===== config.mk =====
export PLATFORM = sky130hd
export DESIGN_NAME = rom_port_arbiter
export DESIGN_NICKNAME = d
export VERILOG_FILES = /design/src/rtl/rom_port_arbiter.sv
export SDC_FILE = /design/constraint.sdc
export NUM_CORES = 1
export LEC_CHECK = 0
export ABC_CLOCK_PERIOD_IN_PS = 3600
export BUFFER_PORTS_ARGS = -buffer_cell sky130_fd_sc_hd__buf_2
export CORE_MARGIN = 5
export CORE_UTILIZATION = 40
export CTS_BUF_LIST = sky130_fd_sc_hd__clkbuf_4
export DETAILED_ROUTE_END_ITERATION = 12
export PLACE_DENSITY_LB_ADDON = 0.15
export SYNTH_ARGS = -nofsm -noshare
export SYNTH_HDL_FRONTEND = slang
export SYNTH_SLANG_ARGS = --single-unit

===== constraint.sdc =====
create_clock -name clk_sys -period 3.6 [get_ports clk_sys]
set_input_delay 0.18 -clock clk_sys [delete_from_list [all_inputs] [get_ports clk_sys]]
set_output_delay 0.18 -clock clk_sys [all_outputs]
set_load 0.02 [all_outputs]

===== src/rtl/rom_port_arbiter.sv =====
`default_nettype none
// =============================================================================
// Module   : rom_port_arbiter
// Purpose  : Shares one single-port program-ROM RAM between the HPS download
//            writer, main-CPU fetch and sound-CPU fetch. Also owns rom_loaded
//            and the core reset stretch. Optional macro ROM_ARB_CPU_PRIO_EN
//            selects fixed CPU priority instead of round-robin.
// Revision : 1.0 - initial release
// =============================================================================
module rom_port_arbiter #(
   parameter int              AW         = 16,
   parameter int              DW         = 8,
   parameter logic [AW-1:0]   SND_BASE   = 16'h8000,
   parameter logic [15:0]     RST_CYCLES = 16'hFFFF
) (
   input  logic          clk_sys,
   input  logic          reset_n,
   input  logic          dl_active,
   input  logic          dl_wr,
   input  logic [24:0]   dl_addr,
   input  logic [DW-1:0] dl_data,
   input  logic          soft_reset,
   input  logic          cpu_req,
   input  logic [AW-2:0] cpu_addr,
   output logic [DW-1:0] cpu_data,
   output logic          cpu_valid,
   input  logic          snd_req,
   input  logic [AW-3:0] snd_addr,
   output logic [DW-1:0] snd_data,
   output logic          snd_valid,
   output logic [AW-1:0] ram_addr,
   output logic          ram_we,
   output logic [DW-1:0] ram_d,
   input  logic [DW-1:0] ram_q,
   output logic          rom_loaded,
   output logic          core_reset
);

   localparam logic [1:0] c_IDLE      = 2'd0;
   localparam logic [1:0] c_WRITE     = 2'd1;
   localparam logic [1:0] c_READ_ADDR = 2'd2;
   localparam logic [1:0] c_READ_DATA = 2'd3;

   localparam logic c_GNT_CPU = 1'b0;
   localparam logic c_GNT_SND = 1'b1;

   logic [1:0]    r_state;
   logic [1:0]    w_state_nxt;
   logic          r_gnt;
   logic          w_gnt;

   logic [AW-1:0] r_ram_addr,  w_ram_addr_nxt;
   logic          r_ram_we,    w_ram_we_nxt;
   logic [DW-1:0] r_ram_d,     w_ram_d_nxt;
   logic [DW-1:0] r_cpu_data,  w_cpu_data_nxt;
   logic          r_cpu_valid, w_cpu_valid_nxt;
   logic [DW-1:0] r_snd_data,  w_snd_data_nxt;
   logic          r_snd_valid, w_snd_valid_nxt;
   logic          w_gnt_nxt;

   logic          r_dl_active_d;
   logic          r_rom_loaded;
   logic [15:0]   r_hold_cnt;
   logic          r_core_reset;

   logic          w_dl_in_range;
   logic          w_wr_start;
   logic          w_rd_start;
   logic          w_dl_fall;
   logic [AW-1:0] w_cpu_ram_addr;
   logic [AW-1:0] w_snd_ram_addr;

   assign w_dl_in_range  = (dl_addr[24:AW] == '0);
   assign w_wr_start     = (r_state == c_IDLE) && dl_active && dl_wr && w_dl_in_range;
   assign w_rd_start     = (r_state == c_IDLE) && !dl_active && (cpu_req || snd_req);
   assign w_cpu_ram_addr = {1'b0, cpu_addr};
   // Sound region wraps within the RAM if SND_BASE + snd_addr overflows.
   assign w_snd_ram_addr = SND_BASE + {2'b00, snd_addr};
   assign w_dl_fall      = r_dl_active_d && !dl_active;

`ifdef ROM_ARB_CPU_PRIO_EN
   always_comb begin
      w_gnt = cpu_req ? c_GNT_CPU : c_GNT_SND;
   end
`else
   logic r_last_grant;

   always_comb begin
      w_gnt = c_GNT_CPU;
      if (cpu_req && snd_req) begin
         w_gnt = (r_last_grant == c_GNT_CPU) ? c_GNT_SND : c_GNT_CPU;
      end else if (snd_req) begin
         w_gnt = c_GNT_SND;
      end
   end

   // Reset to SND so the CPU wins the first contended grant.
   always_ff @(posedge clk_sys or negedge reset_n) begin
      if (!reset_n) begin
         r_last_grant <= c_GNT_SND;
      end else if (w_rd_start) begin
         r_last_grant <= w_gnt;
      end
   end
`endif

   // State register
   always_ff @(posedge clk_sys or negedge reset_n) begin
      if (!reset_n) begin
         r_state <= c_IDLE;
      end else begin
         r_state <= w_state_nxt;
      end
   end

   // Next-state logic
   always_comb begin
      w_state_nxt = r_state;
      case (r_state)
         c_IDLE: begin
            if (w_wr_start) begin
               w_state_nxt = c_WRITE;
            end else if (w_rd_start) begin
               w_state_nxt = c_READ_ADDR;
            end
         end
         c_WRITE:     w_state_nxt = c_IDLE;
         c_READ_ADDR: w_state_nxt = c_READ_DATA;
         c_READ_DATA: w_state_nxt = c_IDLE;
         default:     w_state_nxt = c_IDLE;
      endcase
   end

   // Output logic: next values of the registered RAM and requester outputs
   always_comb begin
      w_ram_addr_nxt  = r_ram_addr;
      w_ram_we_nxt    = 1'b0;
      w_ram_d_nxt     = r_ram_d;
      w_cpu_data_nxt  = r_cpu_data;
      w_cpu_valid_nxt = 1'b0;
      w_snd_data_nxt  = r_snd_data;
      w_snd_valid_nxt = 1'b0;
      w_gnt_nxt       = r_gnt;
      case (r_state)
         c_IDLE: begin
            if (w_wr_start) begin
               w_ram_addr_nxt = dl_addr[AW-1:0];
               w_ram_d_nxt    = dl_data;
               w_ram_we_nxt   = 1'b1;
            end else if (w_rd_start) begin
               w_ram_addr_nxt = (w_gnt == c_GNT_SND) ? w_snd_ram_addr : w_cpu_ram_addr;
               w_gnt_nxt      = w_gnt;
            end
         end
         c_READ_DATA: begin
            if (r_gnt == c_GNT_SND) begin
               w_snd_data_nxt  = ram_q;
               w_snd_valid_nxt = 1'b1;
            end else begin
               w_cpu_data_nxt  = ram_q;
               w_cpu_valid_nxt = 1'b1;
            end
         end
         default: ;
      endcase
   end

   always_ff @(posedge clk_sys or negedge reset_n) begin
      if (!reset_n) begin
         r_ram_addr  <= '0;
         r_ram_we    <= 1'b0;
         r_ram_d     <= '0;
         r_cpu_data  <= '0;
         r_cpu_valid <= 1'b0;
         r_snd_data  <= '0;
         r_snd_valid <= 1'b0;
         r_gnt       <= c_GNT_CPU;
      end else begin
         r_ram_addr  <= w_ram_addr_nxt;
         r_ram_we    <= w_ram_we_nxt;
         r_ram_d     <= w_ram_d_nxt;
         r_cpu_data  <= w_cpu_data_nxt;
         r_cpu_valid <= w_cpu_valid_nxt;
         r_snd_data  <= w_snd_data_nxt;
         r_snd_valid <= w_snd_valid_nxt;
         r_gnt       <= w_gnt_nxt;
      end
   end

   // Load tracking and core reset stretch
   always_ff @(posedge clk_sys or negedge reset_n) begin
      if (!reset_n) begin
         r_dl_active_d <= 1'b0;
         r_rom_loaded  <= 1'b0;
         r_hold_cnt    <= '0;
         r_core_reset  <= 1'b1;
      end else begin
         r_dl_active_d <= dl_active;
         if (w_dl_fall) begin
            r_rom_loaded <= 1'b1;
         end
         if (w_dl_fall || soft_reset) begin
            r_hold_cnt <= RST_CYCLES;
         end else if (r_hold_cnt != '0) begin
            r_hold_cnt <= r_hold_cnt - 16'd1;
         end
         r_core_reset <= !r_rom_loaded || dl_active || soft_reset || (r_hold_cnt != '0);
      end
   end

   assign ram_addr   = r_ram_addr;
   assign ram_we     = r_ram_we;
   assign ram_d      = r_ram_d;
   assign cpu_data   = r_cpu_data;
   assign cpu_valid  = r_cpu_valid;
   assign snd_data   = r_snd_data;
   assign snd_valid  = r_snd_valid;
   assign rom_loaded = r_rom_loaded;
   assign core_reset = r_core_reset;

endmodule
`default_nettype wire

Word level (Yosys, flattened, before mapping)

Cells that the tools add are included.

$add $sub $neg: 2
$mul: 0
Divide/modulo/power cells: 0
Order comparisons: 0
Eq/ne operators: 4
Shifts and indexed selects: 0
Multiplexer cells: 17
Bitwise logic cells: 2
Reductions and logical operators: 25

Operators with widths:

| cell                                                | number |
|---|---|
| 2-to-1 mux 16 bit                                   | 5 |
| adder 16 x 14 -> 16 bit, first input constant       | 1 |
| nonzero test 16 bit                                 | 1 |
| subtractor 16 x 1 -> 16 bit, second input constant  | 1 |
| zero test 9 bit                                     | 1 |
| 2-to-1 mux 1 bit                                    | 9 |
| AND reduction 2 bit                                 | 4 |
| logical AND 1 bit                                   | 7 |
| case mux 2 bit (3 select lines)                     | 1 |
| logical OR 1 bit                                    | 5 |
| equality test 2 bit, second input constant          | 2 |
| 2-to-1 mux 2 bit                                    | 2 |
| nonzero test 2 bit                                  | 2 |
| inequality test 3 bit, second input constant        | 1 |
| AND reduction 3 bit                                 | 1 |
| equality test 2 x 1 -> 1 bit, second input constant | 1 |
| zero test 1 bit                                     | 2 |
| zero test 2 bit                                     | 1 |
| inverter 1 bit                                      | 2 |
| OR reduction 2 bit                                  | 1 |

Flip-flop bits (word level): 66
Bits in latches: 0
Memory bits (writable): 0
Bits in read-only memories: 0
Input bits: 77
Output and inout port bits: 45
Logic and storage cells: 64
Memories kept: 0

Depth between registers and ports, before layout

Gate-level depths: netlist (run 1).

Depth after elaboration: 6
Gate-level depth with buffers: 8
Gate-level depth less buffers: 6

Least setup slack after synthesis (run 1)

Ideal clock, no wire load.

Path type: register to register
Start: reg r_hold_cnt[8]
End: reg r_core_reset, in the netlist core_reset
Library setup time: 0.094 ns
Data arrival time: 2.083 ns
Data required time: 3.506 ns
Setup slack: 1.424 ns
Stages on the path, launching flop included: 5
Buffers on the path: 1
Clock period less this slack: 2.176 ns
Cell sequence: dfrtp_1 -> or4_4 -> or4_4 -> buf_6 -> or4b_4

Cells in the longest elaborated chain, start to end: 2

RTL lines:

| item                     | RTL line | text |
|---|---|---|
| start: declaration       | 63       | `logic [15:0] r_hold_cnt;` |
| start signal: assignment | 205      | `r_hold_cnt <= r_hold_cnt - 16'd1;` |
| nonzero test 16 bit      | 207      | `r_core_reset <= !r_rom_loaded \|\| dl_active \|\| soft_reset \|\| (r_hold_cnt != '0);` |
| logical OR 1 bit         | 207      |  |
| end signal: assignment   | 207      |  |
| end: declaration         | 64       | `logic r_core_reset;` |

Every way passes these cells.
A chain may end at the register's enable or synchronous reset.

Worst setup path in the final report (run 1)

Start: reg r_hold_cnt[0]
End: reg r_core_reset, in the netlist core_reset

Same word-level chain as after synthesis.

==> impl_metrics.json, run 1 <==
{
  "num_vias": 2874,
  "die_h_um": 98.1,
  "max_stage_delay_ns": 0.56,
  "grt.busiest_layer": "met2",
  "syn_area_per_cell_um2": 9.85,
  "coreArea_mm2": 0.00765,
  "synth.top_cell.area_share_pct": 51.6,
  "firstDrtPassIters": 4,
  "whs_path_depth": 3,
  "drtIter0Drc": 70,
  "use_met2_pct": 29.1,
  "relSlewSlack_pct": 20.2,
  "antenna_left": 0,
  "finalCritPeriodShare_pct": 63.7,
  "start_util_pct": 40.6,
  "async_flop_share_pct": 100,
  "slowest_stage": "or4_4",
  "viasPerCell": 5.01,
  "root_buffer": "clkbuf_4",
  "drc": 0,
  "drive_gt1_share_pct": 35.2,
  "r2r.worst_path.cells": 5,
  "crit_arrival_ns": 2.62,
  "area_growth_pct": 39.1,
  "cts_tree": "done",
  "clkLatencyLatePin_ns": 0.41,
  "ctsResizeCount": 0,
  "rows": 32,
  "vdd_drop_max_mv": 0.232,
  "antenna_found_initial": 2,
  "dp_hpwl_um": 5510,
  "setup-violations-final": 0,
  "fill_cells": 715,
  "grt_max_degree": 43,
  "synth_edf_count": 0,
  "grt_pass1_vias": 2953,
  "yosysWarnings": 0,
  "fin_setup_tns_ns": 0,
  "status": "finished clean",
  "setup_slack_ns": 1.31,
  "gp_congestion": 0.729,
  "final_cell_mix": "buf_2, dfrtp_1, nand2_1, nor2_1, dlygate4sd3_1",
  "hp-class": "input port to register",
  "netlist_instances": 315,
  "synth_area_leader_cell": "dfrtp_1",
  "dieArea_mm2": 0.00962,
  "clk_transition_reported_paths_ns": 0.10,
  "hold_viol_final": 0,
  "yosys-top-cells-area": "dfrtp_1, mux2_2, nand2_1, nor2_1, a22o_1",
  "synth_cell_types": 40,
  "n_antenna_cell": 0,
  "wl_per_cell_um": 13.9,
  "grt_setup_unrepaired": "false",
  "overflow": 0,
  "syn-num-nets": 393,
  "use_met1_pct": 20.3,
  "met3_usage_pct": 6.14,
  "syn_area_mm2": 0.00310,
  "criticalPathCategory": "register to register",
  "grt_pass1_wl_um": 13600,
  "grt_usage_pct": 17.2,
  "min_period_ns": 2.29,
  "cts_made_buffers": 9,
  "port_buffers": 121,
  "power_leakage_nw": 2.08,
  "wirelength_um": 8010,
  "maxCapViolations": 0,
  "layout_commonest_cell": "buf_2",
  "crit_fanout": 19,
  "die_w_um": 98.1,
  "tightest_slew_ns": 1.19,
  "seq_area_frac_synth_pct": 53.3,
  "p_per_area_mw_per_mm2": 615,
  "required_ns": 3.93,
  "cts_buffer_depth": 2,
  "synth_seq_cells": 66,
  "preCtsSetupSlack_ns": 1.33,
  "crit_path_start_kind": "register",
  "max_freq_mhz": 436,
  "fin_skew_ns": 0.00597,
  "clkSinkCount": 66,
  "crit_chain": "inv_1 -> ha_1 -> or4b_1 -> or4_4 -> or4b_4",
  "ios": 122,
  "maxSlewViolCount": 0,
  "ys.flop_type": "dfrtp_1",
  "fin_nets": 545,
  "h-tree-depth": 3,
  "cp-end-kind": "register"
}
==> report_power, final <==
| part | switching [mW] | leakage [nW] | internal, mW | total [mW] |
|---|---|---|---|---|
| Sequential | 0.118 | 0.748 | 0.957 | 1.08 |
| Clock | 0.265 | 0.0948 | 0.345 | 0.610 |
| Combinational | 0.569 | 1.24 | 0.400 | 0.969 |
==> cells by family (layout without fill, tap and decap cells) <==
family | count (synthesis) | in the layout | synth area share, %
simple gates | 135 | 135 | 21.6
compound gates | 70 | 70 | 15.0
flops | 66 | 66 | 53.3
buf+inv | 25 | 182 | 3.31
mux | 17 | 17 | 6.17
fa+ha+maj | 1 | 1 | 0.403
xor+xnor | 1 | 1 | 0.282
==> synth_stat cells (2+ instances only) <==
cell type  instances
dfrtp_1           64
or4_4              2
nor2_1            37
and3_1             5
and4b_1            2
or4_1              4
a21o_1             2
nand3_1            6
inv_1              6
dfstp_2            2
o211ai_1          16
nor4_1             6
nor2b_1            2
a31oi_1            4
nor3_1             7
clkbuf_1          16
a22o_1            14
o21ai_0           10
and4_1             3
or2_2              2
a21oi_1           20
nand2b_1           7
mux2_2            17
nand2_1           45
==> final timing paths <==
check / slack, ns / end / start
worst max-delay path: 1.31 / core_reset / r_hold_cnt[0]
worst min-delay path: 0.04 / ram_addr[15] / dl_addr[15]
worst max register to register: 1.31 / core_reset / r_hold_cnt[0]
worst min register to register: 0.48 / cpu_data[1] / cpu_data[1]
max in group asynchronous: 2.31 / r_last_grant / reset_n
min in group asynchronous: 0.36 / r_hold_cnt[14] / reset_n
==> flip-flops by register name, summed over array words and instances, names as in the netlist <==
| name | flops |
|---|---|
| snd_data | 8 |
| ram_d | 8 |
| ram_addr | 16 |
| r_state | 2 |
| cpu_data | 8 |
| rom_loaded | 1 |
| ram_we | 1 |
| r_dl_active_d | 1 |
| cpu_valid | 1 |
| r_hold_cnt | 16 |
| snd_valid | 1 |
| core_reset | 1 |
| r_gnt | 1 |
| r_last_grant | 1 |
==> metrics by stage <==
stage / hold WS, ns / util, % / power, mW / std cells / cell area (µm²)
after CTS: 0.0285 / 56.4 / 2.69 / 574 / 4320
after floorplan: -0.116 / - / 1.69 / 315 / 3100
after global routing: 0.0615 / 56.4 / 2.84 / 574 / 4320
final: 0.0412 / 56.4 / 2.65 / 574 / 4320
after detailed placement: 0.302 / 49.6 / 2.05 / 523 / 3790
after global placement: 0.300 / 49.6 / 2.03 / 523 / 3790
==> repair_timing <==
item,CTS,global route
buffers inserted,0,0
hold buffers,35,0
endpoints found under the hold margin,71,0
==> area by class of cell <==
cell class / instances / area (µm²) / area share [%]
well taps: 102 / 128 / 2.96
flip-flops and latches: 66 / 1650 / 38.3
inverters: 7 / 26.3 / 0.609
multi-input cells: 224 / 1360 / 31.4
repair buffers: 159 / 978 / 22.7
clock buffers: 9 / 67.6 / 1.57
clock inverters: 7 / 108 / 2.49
==> metal layers <==
metal,vias to the layer above,part of all wire (%)
li1,1435,-
met1,1336,42
met2,84,49
met3,15,7.2
met4,4,1.4
met5,-,0.34
==> critical path: cells and delay by family, from the launching register on <==
family	cells	cell delay, ns
buffers and inverters	1	0.07
AND/OR/NAND/NOR	3	1.54
adder cells (fa/ha/maj)	1	0.18
flip-flops	1	0.43
Note: power is estimated with default switching activity, not from simulation.
==> inputs of run 2 (changes only) <==
ABC_CLOCK_PERIOD_IN_PS = 1900   (was 3600)
clock period = 1.9 ns   (was 3.6 ns; I/O delays follow)
==> run 2 against run 1 <==
Compared with the run above:
- the run now ends with negative setup slack left
- via count grew 6.1%
- critical path type unchanged
- sequential cell count is the same
- routed wire length grew 6.9%
- largest cell class unchanged
==> impl_metrics.json, run 2 (same netlist as run 1, synthesis figures left out) <==
{
  "relSlewSlack_pct": 68.5,
  "drtIter0Drc": 150,
  "criticalPathCategory": "register to register",
  "hp-class": "input port to register",
  "layout_commonest_cell": "buf_2",
  "dieArea_mm2": 0.00962,
  "grt_setup_unrepaired": "true",
  "gp_congestion": 0.835,
  "whs_path_depth": 4,
  "die_w_um": 98.1,
  "area_growth_pct": 52.6,
  "status": "complete, but fails checks",
  "grt_usage_pct": 18.1,
  "p_switching_mw": 1.92,
  "finalCritPeriodShare_pct": 110,
  "power_leakage_nw": 2.31,
  "final_util_pct": 61.9,
  "dp_hpwl_um": 5760,
  "setup-violations-final": 14,
  "fill_cells": 672,
  "crit_arrival_ns": 2.42,
  "port_buffers": 121,
  "clkSinkCount": 66,
  "stdcell_area_mm2": 0.00474,
  "vdd_drop_max_mv": 0.516,
  "maxSlewViolCount": 0,
  "fin_nets": 587,
  "wl_per_cell_um": 13.9,
  "n_antenna_cell": 0,
  "crit_path_start_kind": "register",
  "antenna_left": 0,
  "start_util_pct": 40.6,
  "overflow": 0,
  "cts_buffer_depth": 2,
  "power_frac_seq_pct": 38.6,
  "p_per_area_mw_per_mm2": 1100,
  "grt_max_degree": 67,
  "viasPerCell": 4.95,
  "placedInstanceArea_mm2": 0.00408,
  "clockPowerShare_pct": 21.0,
  "grt_pass1_wl_um": 14300,
  "fin_skew_ns": 0.0148,
  "hold_slack_ns": 0.0354,
  "ios": 122,
  "crit_fanout": 3,
  "r2r.worst_path.cells": 3,
  "drc": 0,
  "coreArea_mm2": 0.00765,
  "root_buffer": "clkbuf_4",
  "grt_pass1_vias": 3084,
  "rows": 32,
  "wirelength_um": 8560,
  "required_ns": 2.23,
  "num_vias": 3050,
  "drive_gt1_share_pct": 41.2,
  "h-tree-depth": 3,
  "antenna_found_initial": 0,
  "clkLatencyLatePin_ns": 0.41,
  "maxCapViolations": 0,
  "comb_power_share_pct": 40.3,
  "violations": "negative setup slack",
  "die_h_um": 98.1,
  "cts_made_buffers": 9,
  "max_freq_mhz": 477,
  "firstDrtPassIters": 5,
  "final_cell_mix": "buf_2, dfrtp_1, nand2_1, nor2_1, dlygate4sd3_1",
  "setup_slack_ns": -0.196,
  "internal-power_mw": 3.29,
  "cp-end-kind": "register",
  "cts_tree": "done",
  "tightest_slew_ns": 0.471,
  "clk_transition_reported_paths_ns": 0.12,
  "hold_viol_final": 0,
  "switching_share_pct": 36.8,
  "min_period_ns": 2.10
}
## run 2: cell types whose count changed in the layout (fill, tap and decap cells not counted), moves of 4 or more
cell,delta
buf_12,+4
o21ai_0,-4
o21ai_1,+4
buf_4,+33
## run 2: per-layer routing
layer / global-route usage [%] / wire length [µm] / vias to the layer above
li1: - / - / 1519
met1: 22.5 / 3670 / 1403
met2: 29.7 / 4130 / 118
met3: 6.57 / 676 / 10
met4: 5.54 / 89 / 0
met5: 0 / 0 / -
## run 2: metrics by stage
stage          instances  TNS, ns  total power, mW  setup slack (ns)
4_1_cts              609    -1.73             5.16            -0.189
3_5_place_dp         555    -2.06             3.97            -0.217
3_3_place_gp         555    -1.63             3.94            -0.157
5_1_grt              616    -2.55             5.57            -0.236
2_1_floorplan        315    -2.06             3.21            -0.276
6_report             616    -1.76             5.21            -0.196
## run 2: path summary, 6_finish.rpt
| path | startpoint | end | slack [ns] |
|---|---|---|---|
| min reg2reg | cpu_data[5] | cpu_data[5] | 0.49 |
| min in group asynchronous | reset_n | snd_valid | 0.23 |
| max in group asynchronous | reset_n | core_reset | 1.37 |
| min | snd_addr[2] | ram_addr[2] | 0.04 |
| max reg2reg | r_hold_cnt[13] | core_reset | -0.20 |
| max | r_hold_cnt[13] | core_reset | -0.20 |
## run 2: power groups by stage
stage | clock, mW | sequential, mW | combinational (mW)
floorplan | 0 | 2.49 | 0.719
global placement | 0 | 2.03 | 1.91
detailed placement | 0 | 2.04 | 1.93
CTS | 1.14 | 2.02 | 2.01
global route | 1.21 | 2.06 | 2.30
finish | 1.10 | 2.01 | 2.10
## run 2: layout make-up
class / instances / area (µm²) / share of cell area [%]
clock inverter: 7 / 100 / 2.11
clock buffer: 9 / 67.6 / 1.43
tap: 102 / 128 / 2.69
inverter: 7 / 26.3 / 0.555
multi-input combinational: 224 / 1390 / 29.3
sequential: 66 / 1650 / 34.9
timing repair buffer: 201 / 1370 / 29.0
## run 2: worst max-delay path, cell delays in order (launching register included)
cell,delay (ns)
dfrtp_1,0.40
or4_1,0.59
or4_4,0.52
or4b_4,0.52
## run 2: repair_timing
item                                    in CTS  in global routing
endpoints found under the setup margin      14                 18
cloned                                       0                  1
resized for setup                            5                  8
buffers inserted                             1                  6
hold buffers                                37                  0
pin swaps                                    0                  2
endpoints found under the hold margin      110                  0
